## src/rtl/bram_arbiter_if.sv

```systemverilog
// ---------------------------------------------------------------------------
// bram_arbiter_if
//   Bundles every bus signal of the BRAM arbiter: the instruction-fetch port
//   (imem_*), the data port (dmem_*) and the single downstream bram port
//   (bram_*).
//
//   Modports
//     slave  : the arbiter's view. It receives imem/dmem requests and bram
//              responses, and drives imem/dmem completions and bram requests.
//     master : the surrounding system's view (CPU ports plus the bram).
//
//   Signal summary
//     imem_valid/addr          instr request pulse and byte address
//     imem_rdata/ready         instr completion pulse and read data
//     dmem_valid/addr/wdata/wstrb  data request pulse; wstrb==0 means read
//     dmem_rdata/ready         data completion pulse and read data
//     bram_valid/instr/addr/wdata/wstrb  serialised request to bram
//     bram_rdata/ready         bram completion pulse and read data
// ---------------------------------------------------------------------------
interface bram_arbiter_if;
    logic        imem_valid;
    logic [31:0] imem_addr;
    logic [31:0] imem_rdata;
    logic        imem_ready;

    logic        dmem_valid;
    logic [31:0] dmem_addr;
    logic [31:0] dmem_wdata;
    logic [3:0]  dmem_wstrb;
    logic [31:0] dmem_rdata;
    logic        dmem_ready;

    logic        bram_valid;
    logic        bram_instr;
    logic [31:0] bram_addr;
    logic [31:0] bram_wdata;
    logic [3:0]  bram_wstrb;
    logic [31:0] bram_rdata;
    logic        bram_ready;

    modport slave (
        input  imem_valid, imem_addr,
        output imem_rdata, imem_ready,
        input  dmem_valid, dmem_addr, dmem_wdata, dmem_wstrb,
        output dmem_rdata, dmem_ready,
        output bram_valid, bram_instr, bram_addr, bram_wdata, bram_wstrb,
        input  bram_rdata, bram_ready
    );

    modport master (
        output imem_valid, imem_addr,
        input  imem_rdata, imem_ready,
        output dmem_valid, dmem_addr, dmem_wdata, dmem_wstrb,
        input  dmem_rdata, dmem_ready,
        input  bram_valid, bram_instr, bram_addr, bram_wdata, bram_wstrb,
        output bram_rdata, bram_ready
    );
endinterface

```

## src/rtl/bram_arbiter.sv

```systemverilog
// ---------------------------------------------------------------------------
// bram_arbiter
//   Merges the instruction-fetch and data ports onto the single bram port.
//   Each port's one-cycle request pulse is captured into a per-port pending
//   slot; slots are then serialised onto bram with exactly one request in
//   flight. bram_instr tags the owner of the in-flight request and the bram
//   completion (ready + rdata) is routed back to that owner only.
//
//   Timing for a request into idle hardware:
//     cycle 0 : *_valid pulse, captured into the slot
//     cycle 1 : IDLE picks the slot and registers it onto bram_*
//     cycle 2 : bram_valid pulse (ISSUE)
//     cycle 3+: WAIT until bram_ready, which is forwarded to the owner port
//
//   Ports
//     clk  : rising-edge clock
//     rst  : asynchronous, active-low reset; clears slots, FSM and outputs
//     bus  : bram_arbiter_if.slave, all imem/dmem/bram handshake signals
//
//   Configuration
//     BRAM_ARB_RR_EN : when defined, ties are resolved round-robin (the port
//                      not granted last wins; the history resets to "instr"
//                      so dmem wins the first tie). When undefined, dmem
//                      always wins a tie and imem can starve.
// ---------------------------------------------------------------------------
module bram_arbiter (
    input  logic                 clk,
    input  logic                 rst,
    bram_arbiter_if.slave        bus
);

    typedef enum logic [1:0] {
        ST_IDLE  = 2'd0,
        ST_ISSUE = 2'd1,
        ST_WAIT  = 2'd2
    } state_t;

    state_t      state_r;

    // Pending slots, one per port
    logic        islot_v_r;
    logic [31:0] islot_addr_r;
    logic        dslot_v_r;
    logic [31:0] dslot_addr_r;
    logic [31:0] dslot_wdata_r;
    logic [3:0]  dslot_wstrb_r;

    // Registered bram request fields; bram_instr_r doubles as the owner tag
    logic        bram_valid_r;
    logic        bram_instr_r;
    logic [31:0] bram_addr_r;
    logic [31:0] bram_wdata_r;
    logic [3:0]  bram_wstrb_r;

`ifdef BRAM_ARB_RR_EN
    // 1 = the most recent grant went to the instruction port
    logic        last_instr_r;
`endif

    logic        xfer_done_s;
    logic        owner_active_s;
    logic        imem_busy_s;
    logic        dmem_busy_s;
    logic        imem_accept_s;
    logic        dmem_accept_s;
    logic        grant_any_s;
    logic        grant_instr_s;
    logic        imem_ready_s;
    logic        dmem_ready_s;
    logic [31:0] imem_rdata_s;
    logic [31:0] dmem_rdata_s;

`ifdef BRAM_ARB_RR_EN
    // Winner selection: on a tie the port that was not granted last wins.
    function automatic logic pick_instr(input logic i_pend,
                                        input logic d_pend,
                                        input logic last_instr);
        return i_pend & (~d_pend | ~last_instr);
    endfunction
`else
    // Winner selection: dmem has fixed priority over imem.
    function automatic logic pick_instr(input logic i_pend,
                                        input logic d_pend);
        return i_pend & ~d_pend;
    endfunction
`endif

    // Completion routing, per-port busy status, slot acceptance and winner
    always_comb begin
        xfer_done_s    = 1'b0;
        owner_active_s = 1'b0;
        grant_any_s    = 1'b0;
        grant_instr_s  = 1'b0;
        imem_rdata_s   = 32'h0000_0000;
        dmem_rdata_s   = 32'h0000_0000;

        // An owner exists from the grant until the completion cycle.
        owner_active_s = (state_r != ST_IDLE);

        // bram_ready is only meaningful while waiting for a response.
        if (state_r == ST_WAIT) begin
            xfer_done_s = bus.bram_ready;
        end else begin
            xfer_done_s = 1'b0;
        end

        imem_ready_s = xfer_done_s &  bram_instr_r;
        dmem_ready_s = xfer_done_s & ~bram_instr_r;

        if (owner_active_s && bram_instr_r) begin
            imem_rdata_s = bus.bram_rdata;
        end else begin
            imem_rdata_s = 32'h0000_0000;
        end

        if (owner_active_s && !bram_instr_r) begin
            dmem_rdata_s = bus.bram_rdata;
        end else begin
            dmem_rdata_s = 32'h0000_0000;
        end

        // A port is busy while its slot is full or its transfer is in flight;
        // the completion cycle frees it so a new pulse there is accepted.
        imem_busy_s = islot_v_r |
                      (owner_active_s &  bram_instr_r & ~xfer_done_s);
        dmem_busy_s = dslot_v_r |
                      (owner_active_s & ~bram_instr_r & ~xfer_done_s);

        imem_accept_s = bus.imem_valid & ~imem_busy_s;
        dmem_accept_s = bus.dmem_valid & ~dmem_busy_s;

        if ((state_r == ST_IDLE) && (islot_v_r || dslot_v_r)) begin
            grant_any_s = 1'b1;
`ifdef BRAM_ARB_RR_EN
            grant_instr_s = pick_instr(islot_v_r, dslot_v_r, last_instr_r);
`else
            grant_instr_s = pick_instr(islot_v_r, dslot_v_r);
`endif
        end else begin
            grant_any_s   = 1'b0;
            grant_instr_s = 1'b0;
        end
    end

    // Slot capture, request FSM and registered bram request fields
    always_ff @(posedge clk or negedge rst) begin
        if (!rst) begin
            state_r       <= ST_IDLE;
            islot_v_r     <= 1'b0;
            islot_addr_r  <= 32'h0000_0000;
            dslot_v_r     <= 1'b0;
            dslot_addr_r  <= 32'h0000_0000;
            dslot_wdata_r <= 32'h0000_0000;
            dslot_wstrb_r <= 4'h0;
            bram_valid_r  <= 1'b0;
            bram_instr_r  <= 1'b0;
            bram_addr_r   <= 32'h0000_0000;
            bram_wdata_r  <= 32'h0000_0000;
            bram_wstrb_r  <= 4'h0;
`ifdef BRAM_ARB_RR_EN
            last_instr_r  <= 1'b1;
`endif
        end else begin
            // Instruction slot: accept never coincides with a grant because
            // accept needs an empty slot and a grant needs a full one.
            if (imem_accept_s) begin
                islot_v_r    <= 1'b1;
                islot_addr_r <= bus.imem_addr;
            end else if (grant_any_s && grant_instr_s) begin
                islot_v_r    <= 1'b0;
            end else begin
                islot_v_r    <= islot_v_r;
            end

            // Data slot
            if (dmem_accept_s) begin
                dslot_v_r     <= 1'b1;
                dslot_addr_r  <= bus.dmem_addr;
                dslot_wdata_r <= bus.dmem_wdata;
                dslot_wstrb_r <= bus.dmem_wstrb;
            end else if (grant_any_s && !grant_instr_s) begin
                dslot_v_r     <= 1'b0;
            end else begin
                dslot_v_r     <= dslot_v_r;
            end

            case (state_r)
                ST_IDLE: begin
                    if (grant_any_s) begin
                        bram_valid_r <= 1'b1;
                        bram_instr_r <= grant_instr_s;
                        if (grant_instr_s) begin
                            // Instruction fetches are always reads.
                            bram_addr_r  <= islot_addr_r;
                            bram_wdata_r <= 32'h0000_0000;
                            bram_wstrb_r <= 4'h0;
                        end else begin
                            bram_addr_r  <= dslot_addr_r;
                            bram_wdata_r <= dslot_wdata_r;
                            bram_wstrb_r <= dslot_wstrb_r;
                        end
`ifdef BRAM_ARB_RR_EN
                        last_instr_r <= grant_instr_s;
`endif
                        state_r <= ST_ISSUE;
                    end else begin
                        bram_valid_r <= 1'b0;
                        state_r      <= ST_IDLE;
                    end
                end
                ST_ISSUE: begin
                    // Single-cycle request pulse; fields stay put for bram.
                    bram_valid_r <= 1'b0;
                    state_r      <= ST_WAIT;
                end
                ST_WAIT: begin
                    bram_valid_r <= 1'b0;
                    if (bus.bram_ready) begin
                        state_r <= ST_IDLE;
                    end else begin
                        state_r <= ST_WAIT;
                    end
                end
                default: begin
                    bram_valid_r <= 1'b0;
                    state_r      <= ST_IDLE;
                end
            endcase
        end
    end

    assign bus.bram_valid = bram_valid_r;
    assign bus.bram_instr = bram_instr_r;
    assign bus.bram_addr  = bram_addr_r;
    assign bus.bram_wdata = bram_wdata_r;
    assign bus.bram_wstrb = bram_wstrb_r;
    assign bus.imem_ready = imem_ready_s;
    assign bus.dmem_ready = dmem_ready_s;
    assign bus.imem_rdata = imem_rdata_s;
    assign bus.dmem_rdata = dmem_rdata_s;

endmodule
```

## src/flat_wrapper.sv

```systemverilog
// flat-port wrapper written by rule: the top's interface ports become plain ports
module bram_arbiter_flat 
  (clk, rst, bus_imem_valid, bus_imem_addr, bus_imem_rdata, bus_imem_ready, bus_dmem_valid, bus_dmem_addr, bus_dmem_wdata, bus_dmem_wstrb, bus_dmem_rdata, bus_dmem_ready, bus_bram_valid, bus_bram_instr, bus_bram_addr, bus_bram_wdata, bus_bram_wstrb, bus_bram_rdata, bus_bram_ready);
  bram_arbiter_if bus_i ();
  input  logic clk;
  input  logic rst;
  input wire logic [$bits(bus_i.imem_valid)-1:0] bus_imem_valid;
  input wire logic [$bits(bus_i.imem_addr)-1:0] bus_imem_addr;
  output wire logic [$bits(bus_i.imem_rdata)-1:0] bus_imem_rdata;
  output wire logic [$bits(bus_i.imem_ready)-1:0] bus_imem_ready;
  input wire logic [$bits(bus_i.dmem_valid)-1:0] bus_dmem_valid;
  input wire logic [$bits(bus_i.dmem_addr)-1:0] bus_dmem_addr;
  input wire logic [$bits(bus_i.dmem_wdata)-1:0] bus_dmem_wdata;
  input wire logic [$bits(bus_i.dmem_wstrb)-1:0] bus_dmem_wstrb;
  output wire logic [$bits(bus_i.dmem_rdata)-1:0] bus_dmem_rdata;
  output wire logic [$bits(bus_i.dmem_ready)-1:0] bus_dmem_ready;
  output wire logic [$bits(bus_i.bram_valid)-1:0] bus_bram_valid;
  output wire logic [$bits(bus_i.bram_instr)-1:0] bus_bram_instr;
  output wire logic [$bits(bus_i.bram_addr)-1:0] bus_bram_addr;
  output wire logic [$bits(bus_i.bram_wdata)-1:0] bus_bram_wdata;
  output wire logic [$bits(bus_i.bram_wstrb)-1:0] bus_bram_wstrb;
  input wire logic [$bits(bus_i.bram_rdata)-1:0] bus_bram_rdata;
  input wire logic [$bits(bus_i.bram_ready)-1:0] bus_bram_ready;
  assign bus_i.imem_valid = bus_imem_valid;
  assign bus_i.imem_addr = bus_imem_addr;
  assign bus_imem_rdata = bus_i.imem_rdata;
  assign bus_imem_ready = bus_i.imem_ready;
  assign bus_i.dmem_valid = bus_dmem_valid;
  assign bus_i.dmem_addr = bus_dmem_addr;
  assign bus_i.dmem_wdata = bus_dmem_wdata;
  assign bus_i.dmem_wstrb = bus_dmem_wstrb;
  assign bus_dmem_rdata = bus_i.dmem_rdata;
  assign bus_dmem_ready = bus_i.dmem_ready;
  assign bus_bram_valid = bus_i.bram_valid;
  assign bus_bram_instr = bus_i.bram_instr;
  assign bus_bram_addr = bus_i.bram_addr;
  assign bus_bram_wdata = bus_i.bram_wdata;
  assign bus_bram_wstrb = bus_i.bram_wstrb;
  assign bus_i.bram_rdata = bus_bram_rdata;
  assign bus_i.bram_ready = bus_bram_ready;
  bram_arbiter u_core (.clk(clk), .rst(rst), .bus(bus_i));
endmodule
```

## config.mk

```make
export PLATFORM = sky130hd
export DESIGN_NAME = bram_arbiter_flat
export DESIGN_NICKNAME = d
export VERILOG_FILES = /design/src/rtl/bram_arbiter_if.sv /design/src/rtl/bram_arbiter.sv /design/src/flat_wrapper.sv
export SDC_FILE = /design/constraint.sdc
export NUM_CORES = 1
export LEC_CHECK = 0
export CAP_MARGIN = 30
export CORE_MARGIN = 10
export CORE_UTILIZATION = 40
export DETAILED_ROUTE_END_ITERATION = 12
export PLACE_DENSITY = 0.86
export SYNTH_ARGS = -nofsm -noshare
export SYNTH_HDL_FRONTEND = slang
export SYNTH_SLANG_ARGS = --single-unit
```

## constraint.sdc

```tcl
create_clock -name clk -period 1.6 [get_ports clk]
set_input_delay 0.24 -clock clk [delete_from_list [all_inputs] [get_ports clk]]
set_output_delay 0.24 -clock clk [all_outputs]
set_load 0.01 [all_outputs]
```

# --- Yosys cells after proc, flatten, opt, wreduce, memory -nomap -nowiden ---
# Index checks and enable logic that the tools add are counted.
totals:
  regBits: 174
  inputBits: 137
op_classes:
  n_eq_ne: 2
  bitwise_logic: 16
  reduce_logical: 13
  n_mux: 17
op_table:
  columns: ["operator", "count"]
  rows:
  - ["32-bit two-way mux", 4]
  - ["1-bit two-way mux", 10]
  - ["1-bit AND", 9]
  - ["2-bit one-hot mux with 3 select lines", 1]
  - ["2-bit nonzero test", 3]
  - ["1-bit logical AND", 5]
  - ["1-bit NOT", 5]
  - ["4-bit two-way mux", 1]
  - ["2-bit by 1-bit == test with 1-bit output (second input constant)", 1]
  - ["2-bit == test (second input constant)", 1]
  - ["1-bit logical NOT", 2]
  - ["2-bit logical NOT", 1]
  - ["2-bit two-way mux", 1]
  - ["1-bit bitwise OR", 2]
  - ["2-bit AND reduction", 1]
  - ["1-bit logical OR", 1]

# --- Depth between registers and ports, before layout ---
# Gate-level depths: netlist of the first run.
logic_depth:
  word_depth: 8
  depth_mapped: 6
  mapped_depth_nobuf: 3

# --- Worst setup path after synthesis of the first run ---
# No wires, ideal clock.
synth_path:
  path_type: "reg2reg"
  start: "reg u_core.bram_instr_r, in the netlist u_core.bus.bram_instr"
  end: "reg u_core.dslot_wdata_r[25]"
  stages_incl_launch_ff: 6
  required_ns: 1.473
  path_slack_ns: -0.016
  arrival_time_ns: 1.488
  cell_sequence: "dfrtp_1 > buf_4 > o2111ai_2 > buf_6 > buf_6 > mux2_1"
synth_between:
  elab_chain_len: 6
synth_rtl:
  columns: ["item", "line", "rtl"]
  rows:
  - ["from (decl)", "bram_arbiter.sv:50", "logic bram_instr_r;"]
  - ["from (signal assigned)", "bram_arbiter.sv:191", "bram_instr_r <= grant_instr_s;"]
  - ["1-bit NOT", "bram_arbiter.sv:127", "(owner_active_s & ~bram_instr_r & ~xfer_done_s);"]
  - ["1-bit AND (2 in series)", "bram_arbiter.sv:127", null]
  - ["1-bit bitwise OR", "bram_arbiter.sv:126", "dmem_busy_s = dslot_v_r |"]
  - ["1-bit NOT", "bram_arbiter.sv:130", "dmem_accept_s = bus.dmem_valid & ~dmem_busy_s;"]
  - ["1-bit AND", "bram_arbiter.sv:130", null]
  - ["to (signal assigned)", "bram_arbiter.sv:179", "dslot_wdata_r <= bus.dmem_wdata;"]
  - ["to (decl)", "bram_arbiter.sv:45", "logic [31:0] dslot_wdata_r;"]
# No other way between the ends.
# A chain may end at the register's enable or synchronous reset.

# --- Final worst setup path of the first run ---
layout_path:
  start: "reg u_core.state_r[1]"
  end: "out bus_dmem_rdata[23]"
layout_between:
  elab_chain_len: 3
layout_rtl:
  columns: ["item", "line", "rtl"]
  rows:
  - ["from (decl)", "bram_arbiter.sv:38", "state_t state_r;"]
  - ["from (signal assigned)", "bram_arbiter.sv:148", "state_r <= ST_IDLE;"]
  - ["from (signal assigned)", "bram_arbiter.sv:205", "state_r <= ST_ISSUE;"]
  - ["from (signal assigned)", "bram_arbiter.sv:208", "state_r <= ST_IDLE;"]
  - ["2-bit nonzero test", "bram_arbiter.sv:98", "owner_active_s = (state_r != ST_IDLE);"]
  - ["1-bit logical AND", "bram_arbiter.sv:116", "if (owner_active_s && !bram_instr_r) begin"]
  - ["32-bit two-way mux", "bram_arbiter.sv:116", null]
  - ["to (decl)", "flat_wrapper.sv:15", "output wire logic [$bits(bus_i.dmem_rdata)-1:0] bus_dmem_rdata;"]
# No other way between the ends.

==> impl_metrics.csv, run 1 <==
group,metric,value,unit
clocking,clock-root-buffer,"clkbuf_16",
global_route,grt_pass1_vias,6394,
sta,fin_crit,1900,ps
detailed_routing,wl_per_cell,26.7,µm
critical_path,worst_setup_path_end_kind,"primary output",
clocking,cts_sinks,174,
floorplanning,io_pins,273,
finish,layout_commonest_cell,"dfrtp_1",
logic_synthesis,syn-cell-area,0.00709,mm²
clocking,cts_tree,"yes",
clocking,clock_latency,420,ps
global_route,grt_use_met3,6.85,%
outcome,failed_checks,"setup timing",
pwr,p_seq_share,30.4,%
global_route,grt_pass1_wl,40400,µm
logic_synthesis,synth.avg_cell_area,14.0,µm²
critical_path,crit_family,"simple AND/OR/NAND/NOR gates",
pwr,p_total,26.0,mW
pwr,p_per_area,2130,mW/mm²
placement,dp_hpwl,16300,µm
floorplanning,fp.dieW,153,µm
critical_path,cp_slowest_cell,"dfrtp_1",
floorplanning,row_count,48,
sta,rsz0062_at_grt,"true",
pwr,intPower,17.1,mW
critical_path,path_max_fanout,22,
logic_synthesis,seq_area_frac_synth,61.4,%
detailed_routing,firstDrtPassIters,5,
placement,place_area,0.0103,mm²
sta,post-route-period-util,119,%
critical_path,worstPathRequired,1360,ps
critical_path,crit_type,"flop to primary output",
logic_synthesis,syn-num-nets,642,
detailed_routing,initialDrtViolationCount,379,
placement,dpl.cell_count,984,
logic_synthesis,yosysWarnings,0,
sta,maxSlewHeadroom,72.7,%
pwr,ir_drop,1.34,mV
finish,layout.nets,955,
global_route,grtUsageMet2,36.4,%
pwr,clkPwrFrac,17.2,%
logic_synthesis,synth_cell_types,24,
global_route,grt_start_max_net_pins,50,
sta,tns,-32940,ps
placement,port-buffer-count,272,
sta,timing.hold.ws,295,ps
placement,gp_congestion,0.811,
sta,worst_pin_slew,410,ps
finish,final_cell_mix,"dfrtp_1 (174), clkdlybuf4s50_1 (137), mux2_4 (100)",
detailed_routing,ant_nets,0,
floorplanning,die_height,153,µm
critical_path,arrival,1660,ps
finish,drive_gt1_share,36.8,%
logic_synthesis,syn_inst,505,
clocking,clkTransAtPathRegs,70,ps
critical_path,critPathBufInv,2,
detailed_routing,finalWirelength,28200,µm
detailed_routing,vias_per_cell,5.58,
global_route,grt_overflow,0,
floorplanning,core,0.0174,mm²
clocking,clock_path_buffers,2,
sta,timing.fmax,0.526,GHz
detailed_routing,route.detailed.drc,0,
pwr,p_comb_share,52.4,%
global_route,grt_util_all_layers,21.9,%
critical_path,slowest_delay,390,ps
sta,worst_slack,-300,ps
detailed_routing,vias,5888,
finish,fin_area,0.0122,mm²
outcome,status,"finished, violations left",
job,cap_viol_max_count,0,
sta,slew_violations,0,
critical_path,crit_chain,"or2_4 > buf_16 > and3_1 > buf_2",
clocking,cts_htree_levels,4,
sta,setup_viol,237,
global_route,use_met1,25.9,%
logic_synthesis,ys_seq_elements,174,
sta,hold_viol_final,0,
pwr,p_switching,8.92,mW
floorplanning,start_util,40.8,%
pwr,sw_frac_of_total,34.3,%
global_route,grt.busiest_layer,"met2",
sta,clock_skew,11.1,ps
pwr,p_leak,6.76,nW
floorplanning,die_area,0.0234,mm²
finish,stdcell_count,1056,
hold_path,hold_path_class,"primary input to async pin",
clocking,cts-buffers-inserted,17,
finish,syn_to_final_growth,72.0,%
global_route,grt_antenna_before_repair,2,
critical_path,start_kind,"flop",
==> area by class of cell <==
class | instances | area [µm²]
Fill cell | 1126 | 5160
Sequential cell | 174 | 4350
Timing Repair Buffer | 338 | 3810
Multi-Input combinational cell | 282 | 3090
Clock buffer | 17 | 425
Tap cell | 225 | 282
Clock inverter | 13 | 201
Inverter | 5 | 26.3
Antenna cell | 2 | 5.00
==> power by group through the flow <==
stage | Sequential [mW] | Combinational, mW | Clock, mW
2_1_floorplan | 7.77 | 5.16 | 0
3_3_place_gp | 7.62 | 9.97 | 0
3_5_place_dp | 7.73 | 10.3 | 0
4_1_cts | 7.75 | 12.3 | 4.51
5_1_grt | 8.10 | 14.3 | 4.72
6_report | 7.91 | 13.7 | 4.47
==> what timing repair did <==
item / in CTS / in global routing
gates resized for setup: 383 / 166
endpoints found under the hold margin: 36 / 0
gates cloned: 13 / 7
setup endpoints to repair: 220 / 299
setup buffers: 20 / 7
pin swaps: 8 / 9
hold buffers: 1 / 0
==> worst paths after layout <==
kind	startpoint	end	slack [ps]	depth (start not counted)
setup / recovery	u_core.state_r[1]	bus_dmem_rdata[23]	-300	4
hold / removal	rst	u_core.islot_addr_r[26]	300	2
setup reg to reg	u_core.bus.bram_instr	u_core.dslot_wdata_r[2]	-180	8
hold reg to reg	u_core.islot_addr_r[21]	u_core.bus.bram_addr[21]	510	1
max in group asynchronous	rst	u_core.dslot_wdata_r[28]	690	3
min in group clk	bus_dmem_addr[14]	u_core.dslot_addr_r[14]	430	2
==> flip-flops by register name, indices dropped and copies added, names as in the netlist, 2 cells and up <==
register,flops
u_core.dslot_wdata_r,32
u_core.bus.bram_wstrb,4
u_core.islot_addr_r,32
u_core.bus.bram_wdata,32
u_core.state_r,2
u_core.dslot_wstrb_r,4
u_core.dslot_addr_r,32
u_core.bus.bram_addr,32
==> cell usage after synthesis (all sizes together) <==
cell | n | share of area, %
dfrtp | 174 | 61
mux2 | 100 | 16
and3 | 96 | 8.5
a22o | 36 | 4.4
a221o | 32 | 4.5
clkbuf | 25 | 1.3
buf | 19 | 1.9
inv | 5 | 0.26
nor2 | 3 | 0.23
nor3 | 3 | 0.28
o21ai | 3 | 0.21
nand2 | 2 | 0.11
nand2b | 2 | 0.18
o2111ai | 2 | 0.42
a21oi | 1 | 0.071
mux2i | 1 | 0.14
or2 | 1 | 0.088
==> stage by stage <==
step	setup slack (ps)	util (%)
2_1_floorplan	-15.7	-
3_3_place_gp	-372	59.1
3_5_place_dp	-387	59.1
4_1_cts	-388	66.4
5_1_grt	-335	70.2
6_report	-300	70.2
==> layer usage <==
metal	vias to the layer above	routed length (µm)	part of all wire (%)
li1	2506	-	-
met1	3035	10700	38
met2	292	14600	52
met3	55	2050	7.3
met4	0	722	2.6
met5	-	0	0
==> kinds of logic (layout without fill, tap and decap cells) <==
kind of cell    after synthesis  after routing  share of synthesized area [%]
compound gates               74             74                           9.67
buf+inv                      49            373                           3.53
flops                       174            174                           61.4
mux                         101            101                           16.0
other cells                   0              2                              0
simple gates                107            107                           9.35
(Power assumes the default switching activity.)
==> run 2, diff against run 1 <==
- CORE_UTILIZATION: 40 -> 41
- CTS_BUF_LIST: unset -> sky130_fd_sc_hd__clkbuf_2
- PLACE_DENSITY: 0.86 -> 0.88
- REMOVE_ABC_BUFFERS: unset -> 1
==> run 2 against run 1 <==
  * The run still ends with setup timing left
  * Clock skew up 21 ps
  * Fmax is 13% lower
  * Count of clock-buffer cells in the layout grew 1
  * Via count is 0.32% lower
  * First-iteration DRC count is 12% lower
  * Clock power is 54% lower
  * Worst hold slack worse by 190 ps
  * Final cell count rose by 4.1%
  * Die area decreased by 2.1%
  * Critical path type unchanged
  * Largest power group unchanged
==> impl_metrics.csv, run 2 (synthesis gave the netlist of run 1 again) <==
group,metric,value,unit
pwr,p_switching,8.26,mW
pwr,clkPwrFrac,9.0,%
critical_path,path_max_fanout,40,
detailed_routing,vias_per_cell,5.34,
placement,dp_hpwl,15500,µm
pwr,p_leak,5.90,nW
pwr,p_seq_share,34.0,%
floorplanning,io_pins,273,
floorplanning,die_height,151,µm
sta,rsz0062_at_grt,"true",
critical_path,worstPathRequired,1360,ps
floorplanning,core,0.0171,mm²
placement,dpl.cell_count,984,
sta,timing.fmax,0.456,GHz
detailed_routing,route.detailed.drc,0,
sta,slew_violations,0,
sta,fin_crit,2190,ps
floorplanning,fp.dieW,151,µm
critical_path,slowest_delay,440,ps
hold_path,holdPathStages,2,
sta,setup_viol,201,
finish,drive_gt1_share,45.5,%
global_route,grt_antenna_before_repair,2,
critical_path,crit_type,"flop to primary output",
finish,syn_to_final_growth,63.3,%
floorplanning,die_area,0.0230,mm²
pwr,sw_frac_of_total,35.9,%
sta,clock_skew,32.3,ps
floorplanning,start_util,41.4,%
clocking,clkTransAtPathRegs,260,ps
clocking,cts_sinks,174,
global_route,grt_overflow,0,
critical_path,start_kind,"flop",
critical_path,reg2reg_depth,10,
sta,post-route-period-util,137,%
finish,fill_cells,1251,
sta,hold_viol_final,0,
sta,timing.hold.ws,103,ps
global_route,grt_pass1_wl,34200,µm
job,cap_viol_max_count,0,
finish,final_cell_mix,"dfrtp_1 (174), clkdlybuf4s50_1 (135), and3_1 (87)",
clocking,cts_htree_levels,4,
pwr,p_per_area,1990,mW/mm²
sta,maxSlewHeadroom,47.7,%
detailed_routing,initialDrtViolationCount,335,
critical_path,worst_setup_path_end_kind,"primary output",
global_route,grt_util_all_layers,19.3,%
detailed_routing,firstDrtPassIters,4,
finish,layout.nets,996,
critical_path,crit_chain,"or2_4 > buf_12 > and3_1 > buf_6",
clocking,clock_path_buffers,2,
sta,worst_pin_slew,783,ps
pwr,p_comb_share,57.1,%
placement,pre_cts_ws,-424,ps
clocking,cts-buffers-inserted,17,
floorplanning,row_count,48,
clocking,clock_latency,720,ps
detailed_routing,wl_per_cell,22.7,µm
sta,worst_slack,-592,ps
pwr,intPower,14.7,mW
pwr,ir_drop,1.05,mV
detailed_routing,vias,5869,
outcome,failed_checks,"setup timing",
placement,gp_congestion,0.906,
detailed_routing,ant_nets,0,
critical_path,cp_slowest_cell,"dfrtp_1",
global_route,grt_start_max_net_pins,61,
outcome,status,"finished, violations left",
critical_path,ff2ff_setup_slack,-390,ps
clocking,clock-root-buffer,"clkbuf_2",
global_route,grt_pass1_vias,5999,
clocking,cts_tree,"yes",
hold_path,hold_path_class,"primary input to flop",
placement,port-buffer-count,272,
detailed_routing,finalWirelength,24900,µm
finish,layout_commonest_cell,"dfrtp_1",
finish,stdcell_count,1099,
critical_path,arrival,1950,ps
## run 2: cell types whose count changed in the layout (fill, tap and decap cells not counted), moves of 17 or more
cell,before,now
mux2_2,0,29
mux2_4,100,71
clkbuf_2,1,36
buf_4,12,47
dlymetal6s2s_1,65,0
buf_6,29,80
and3_1,70,87
and3_4,26,9
## run 2: area by class of cell
cell class                 instances  area, µm²  share of cell area (%)
clock inverter                    14        108                   0.929
inverter                           5       18.8                   0.162
antenna                            2       5.00                  0.0432
sequential                       174       4350                    37.6
clock buffer                      18       90.1                   0.778
timing repair buffer             379       3830                    33.1
tap                              225        282                    2.43
multi-input combinational        282       2890                    25.0
## run 2: power groups by stage
stage | clock network [mW] | logic [mW] | registers, mW
floorplan | 0 | 4.56 | 7.87
global placement | 0 | 9.93 | 7.61
detailed placement | 0 | 10.3 | 7.71
CTS | 2.11 | 11.2 | 7.64
global route | 2.28 | 14.0 | 8.03
finish | 2.06 | 13.1 | 7.81
## run 2: per-layer routing
metal	GRT usage [%]	part of all wire [%]
met1	22.8	40
met2	33.0	50
met3	5.67	7.8
met4	6.20	2.2
met5	0	0.052
## run 2: path summary, 6_finish.rpt
check                                                 to                    start
worst max-delay path                  bus_imem_rdata[20]        u_core.state_r[0]
worst min-delay path             u_core.islot_addr_r[19]        bus_imem_addr[19]
worst max register to register    u_core.dslot_addr_r[4]    u_core.bus.bram_instr
worst min register to register  u_core.bus.bram_wdata[1]  u_core.dslot_wdata_r[1]
max in group asynchronous         u_core.islot_addr_r[4]                      rst
min in group asynchronous        u_core.dslot_addr_r[24]                      rst
## run 2: worst max-delay path: cells and delay by family (launching register included)
family	cells	cell delay, ps
and+or+nand+nor	2	510
DFF	1	440
buffers and inverters	2	290
## run 2: repair_timing
action / 4_1_cts / 5_1_grt
gates cloned: 10 / 8
pin swaps: 3 / 6
buffers inserted: 39 / 33
setup endpoints to repair: 236 / 248
hold endpoints to repair: 175 / 0
hold buffers: 4 / 0
resized for setup: 563 / 172
## run 2: stage by stage
step                setup TNS, ps  power, mW  area, µm²  util (%)
floorplan                 -283790       12.4       6860         -
global placement           -45190       17.5      10300      59.9
detailed placement         -50080       18.0      10300      59.9
CTS                        -66220       20.9      10900      63.5
global route               -93660       24.3      11600      67.6
finish                     -70010       23.0      11600      67.7
==> run 3, diff against run 2 <==
- CTS_CLUSTER_SIZE: unset -> 14
==> results of run 3 <==
Final layout, timing and power as in run 2 (identical DEF).
